$ cat src/rtl/unsigned_mult_pipe.sv
// unsigned_mult_pipe: two-stage pipelined unsigned multiplier.
//   Stage 1 registers the operands and in_valid.
//   Between the stages an array of half/full adder cells reduces the
//   partial products to the full 2*WIDTH-bit product.
//   Stage 2 registers that product and the valid bit.
// Ports:
//   clk        rising-edge clock
//   rst_n      asynchronous active-low reset, clears every pipeline register
//   in_valid   dataa/datab carry a valid operand pair this cycle
//   dataa      WIDTH-bit unsigned multiplicand
//   datab      WIDTH-bit unsigned multiplier
//   out_valid  dataout holds a valid product (qualifier only, never gates data)
//   dataout    2*WIDTH-bit exact product, latency 2 edges

module mult_ha (
  input  logic a,
  input  logic b,
  output logic s,
  output logic c
);
  assign s = a ^ b;
  assign c = a & b;
endmodule

module mult_fa (
  input  logic a,
  input  logic b,
  input  logic ci,
  output logic s,
  output logic co
);
  assign s  = a ^ b ^ ci;
  assign co = (a & b) | (ci & (a ^ b));
endmodule

module unsigned_mult_pipe #(
  parameter int WIDTH = 5
) (
  input  logic               clk,
  input  logic               rst_n,
  input  logic               in_valid,
  input  logic [WIDTH-1:0]   dataa,
  input  logic [WIDTH-1:0]   datab,
  output logic               out_valid,
  output logic [2*WIDTH-1:0] dataout
);
  localparam int STAGES = 2;

  logic [WIDTH-1:0]            dataa_r, datab_r;
  logic [STAGES:1]             vld_pipe;
  logic [2*WIDTH-1:0]          prod;
  logic [WIDTH-1:0]            pp0;
  // hi[r]: upper WIDTH bits of the running sum after row r; the low bit of
  // each row retires straight into the product.
  logic [WIDTH-2:0][WIDTH-1:0] hi;
  // t[r]: WIDTH+1-bit ripple sum of row r.
  logic [WIDTH-1:1][WIDTH:0]   t;

  assign pp0     = dataa_r & {WIDTH{datab_r[0]}};
  assign prod[0] = pp0[0];
  assign hi[0]   = {1'b0, pp0[WIDTH-1:1]};

  generate
    for (genvar r = 1; r < WIDTH; r++) begin : g_row
      logic [WIDTH-1:0] pp, c, acc_in;
      assign pp     = dataa_r & {WIDTH{datab_r[r]}};
      assign acc_in = hi[r-1];

      // Row LSB has no incoming carry.
      mult_ha u_ha (.a(acc_in[0]), .b(pp[0]), .s(t[r][0]), .c(c[0]));
      for (genvar b = 1; b < WIDTH; b++) begin : g_bit
        mult_fa u_fa (.a(acc_in[b]), .b(pp[b]), .ci(c[b-1]),
                      .s(t[r][b]), .co(c[b]));
      end
      // Both addends are < 2^WIDTH, so the carry-out is the sum's MSB.
      assign t[r][WIDTH] = c[WIDTH-1];
      assign prod[r]     = t[r][0];

      if (r < WIDTH-1) begin : g_pass
        assign hi[r] = t[r][WIDTH:1];
      end else begin : g_top
        assign prod[2*WIDTH-1:WIDTH] = t[r][WIDTH:1];
      end
    end
  endgenerate

  always_ff @(posedge clk or negedge rst_n) begin
    if (!rst_n) begin
      dataa_r  <= '0;
      datab_r  <= '0;
      vld_pipe <= '0;
      dataout  <= '0;
    end else begin
      dataa_r  <= dataa;
      datab_r  <= datab;
      vld_pipe <= {vld_pipe[STAGES-1:1], in_valid};
      dataout  <= prod;
    end
  end

  assign out_valid = vld_pipe[STAGES];
endmodule

$ cat config.mk
export PLATFORM = sky130hd
export DESIGN_NAME = unsigned_mult_pipe
export DESIGN_NICKNAME = d
export VERILOG_FILES = /design/src/rtl/unsigned_mult_pipe.sv
export SDC_FILE = /design/constraint.sdc
export NUM_CORES = 1
export LEC_CHECK = 0
export ABC_AREA = 1
export CAP_MARGIN = 20
export CORE_AREA = 2 2 57 59
export CTS_CLUSTER_DIAMETER = 120
export CTS_CLUSTER_SIZE = 40
export DETAILED_ROUTE_END_ITERATION = 16
export DIE_AREA = 0 0 59 61
export PLACE_DENSITY = 0.7
export SLEW_MARGIN = 10
export SYNTH_ARGS = -nofsm -noshare
export SYNTH_HDL_FRONTEND = slang
export SYNTH_SLANG_ARGS = --single-unit
$ cat constraint.sdc
create_clock -name clk -period 9.28 [get_ports clk]
set_input_delay 2.784 -clock clk [delete_from_list [all_inputs] [get_ports clk]]
set_output_delay 2.784 -clock clk [all_outputs]
set_load 0.02 [all_outputs]
==> impl_metrics.env <==
export IMPL_status="finished, final reports clean"
export IMPL_clock_skew_final_ps=6.08
export IMPL_drtAntennaViolNets=0
export IMPL_cts_buffers=3
export IMPL_track_usage=0.111
export IMPL_r2r_slack_ps=3900
export IMPL_cts_htree_levels=1
export IMPL_vias=689
export IMPL_layout_drive_gt1_share=0.0394
export IMPL_synth_top_cell_by_area="dfrtp_1"
export IMPL_cts_resized=0
export IMPL_slowest_stage="fa_1"
export IMPL_start_util=0.382
export IMPL_syn_inst=99
export IMPL_post_route_period_util=0.579
export IMPL_grt_pass1_wl_um=2860
export IMPL_tns_ps=0
export IMPL_dp_hpwl_um=1330
export IMPL_fmax_mhz=186
export IMPL_gp_congestion=0.790
export IMPL_placed_cell_area_um2=1400
export IMPL_layout_nets=161
export IMPL_cts_path_max_buffers=2
export IMPL_cpPeakStageDelay_ps=490
export IMPL_initialDrtViolationCount=3
export IMPL_drtPass1Iterations=2
export IMPL_rsz0062_at_grt="false"
export IMPL_die_h_um=61
export IMPL_slew_headroom=0.635
export IMPL_design_area_um2=1450
export IMPL_mappedNetlistArea_um2=1130
export IMPL_ys_warn_count=0
export IMPL_slew_viol_final=0
export IMPL_crit_path_max_fanout=5
export IMPL_postCtsSetupBuffers=0
export IMPL_die_w_um=59
export IMPL_die_area_um2=3600
export IMPL_reg2reg_to="dataout[8]"
export IMPL_cpMostUsedCell="fa_1"
export IMPL_grt_pass1_vias=699
export IMPL_irDropWorstVdd_v=0.000110
export IMPL_rr_startpoint="datab_r[0]"
export IMPL_area_delta_synth_final_pct=28.3
export IMPL_yosysTopAreaCellShare=0.488
export IMPL_worstPathArrival_ps=5580
export IMPL_min_from="vld_pipe[1]"
export IMPL_worstHoldEndpoint="vld_pipe[2]"
export IMPL_cts_tree="built"
export IMPL_finalWirelength_um=1510
export IMPL_synthDistinctLibCells=5
export IMPL_grt_max_degree=23
export IMPL_antenna_diode_count=0
export IMPL_routedWlPerCell_um=9.43
export IMPL_ys_ff_latch=22
export IMPL_path_cells="nand2_1 -> inv_1 -> ha_1 -> inv_1 -> fa_1 -> fa_1 -> fa_1 -> fa_1 -> inv_1 -> fa_1 -> fa_1 -> fa_1 -> fa_1 -> inv_1 -> fa_1 -> fa_1 -> inv_1"
export IMPL_clk_latency_ps=300
export IMPL_worstSetupStartpointType="register"
export IMPL_hold_buffers=0
export IMPL_setup_viol=0
export IMPL_grt_overflow_total=0
export IMPL_rows=20
export IMPL_cp_required_ps=9490
export IMPL_antenna_found_initial=0
export IMPL_ff_latch_area_um2=551
export IMPL_final_util=0.490
export IMPL_critPathKind="reg -> reg"
export IMPL_hold_violations=0
export IMPL_cp_end_kind="register"
export IMPL_min_path_type="reg -> reg"
export IMPL_powerDensity_nw_per_um2=180
export IMPL_avgSynthCellArea_um2=11.4
export IMPL_port_buffers=23
export IMPL_dp_cells=155
export IMPL_leakagePower_nw=0.779
export IMPL_ys_top_cells_by_area="dfrtp_1 49%, fa_1 27%, inv_1 11%, nand2_1 8.3%, ha_1 5.5%"
export IMPL_clk_pin_slew_ps=120
export IMPL_detail_route_vias_per_cell=4.31
export IMPL_finalWorstPathRequiredPeriod_ps=5380
export IMPL_synth_fp_nets=132
export IMPL_core_area_um2=2950
export IMPL_clock_sinks=22
export IMPL_multi_input_area_um2=457
export IMPL_crit_buf_inv=5
export IMPL_whs_path_depth=0
export IMPL_ys_seq_area_frac=0.488
export IMPL_cts_root_buffer="clkbuf_4"
export IMPL_max_cap_viol_count=0
export IMPL_cp_top_family="adder cells"
export IMPL_drc=0
export IMPL_nFillCells=290
export IMPL_worstRegToRegCells=17
export IMPL_fin_cells=160
export IMPL_pin_count=24
export IMPL_worst_pin_slew_ps=546
Yosys cell counts, drive strengths merged:
cell	number
inv	32
nand2	25
ha	5
fa	15
dfrtp	22
worst max path at each step:
| stage | from | end | cells after the start |
|---|---|---|---|
| 2_1_floorplan | datab_r[0] | dataout[8] | 17 |
| 3_3_place_gp | datab_r[0] | dataout[8] | 17 |
| 3_5_place_dp | datab_r[0] | dataout[8] | 17 |
| 4_1_cts | datab_r[0] | dataout[8] | 17 |
| 5_1_grt | dataa_r[0] | dataout[8] | 17 |
| 6_report | datab_r[0] | dataout[8] | 17 |
flip-flops by register name, summed over array words and instances, names as in the netlist:
register	count
dataout	10
dataa_r	5
datab_r	5
vld_pipe	2
report_power, final:
| part | switching (mW) | leakage (nW) | internal [mW] |
|---|---|---|---|
| logic | 0.0468 | 0.496 | 0.0444 |
| registers | 0.00636 | 0.262 | 0.112 |
| clock network | 0.0273 | 0.0210 | 0.0240 |
| total | 0.0805 | 0.779 | 0.180 |
cell families (layout without fill, tap and decap cells):
family,after synthesis,after routing,share of synthesized area
and+or+nand+nor,25,25,0.0832
adders and majority gates,20,20,0.322
buffers and inverters,32,60,0.107
DFF,22,22,0.488
placed cells by master (no fill, tap or decap), drive strengths merged:
master and instances:
buf 1, inv 32, fa 15, ha 5, nand2 25, clkdlybuf4s50 23
dfrtp 22, clkbuf 4
area by class of cell:
type                            instances  share of cell area
Tap cell                               33              0.0285
Timing Repair Buffer                   24               0.167
Inverter                               32              0.0830
Multi-Input combinational cell         45               0.316
Clock buffer                            4              0.0251
Sequential cell                        22               0.381
metal layers:
metal  vias to the layer above  share of wire  GRT usage
met5                         -              0          0
met4                         0          0.019     0.0584
met3                         2          0.041     0.0256
met2                        18           0.54      0.192
met1                       343           0.40      0.128
li1                        326              -          -
metrics by stage:
stage	hold WS (ps)	setup WS (ps)	power [mW]
5_1_grt	381	3620	0.283
4_1_cts	380	3850	0.266
3_3_place_gp	337	4000	0.210
6_report	375	3900	0.260
2_1_floorplan	331	4120	0.170
3_5_place_dp	337	3880	0.214
(Power assumes the default switching activity.)
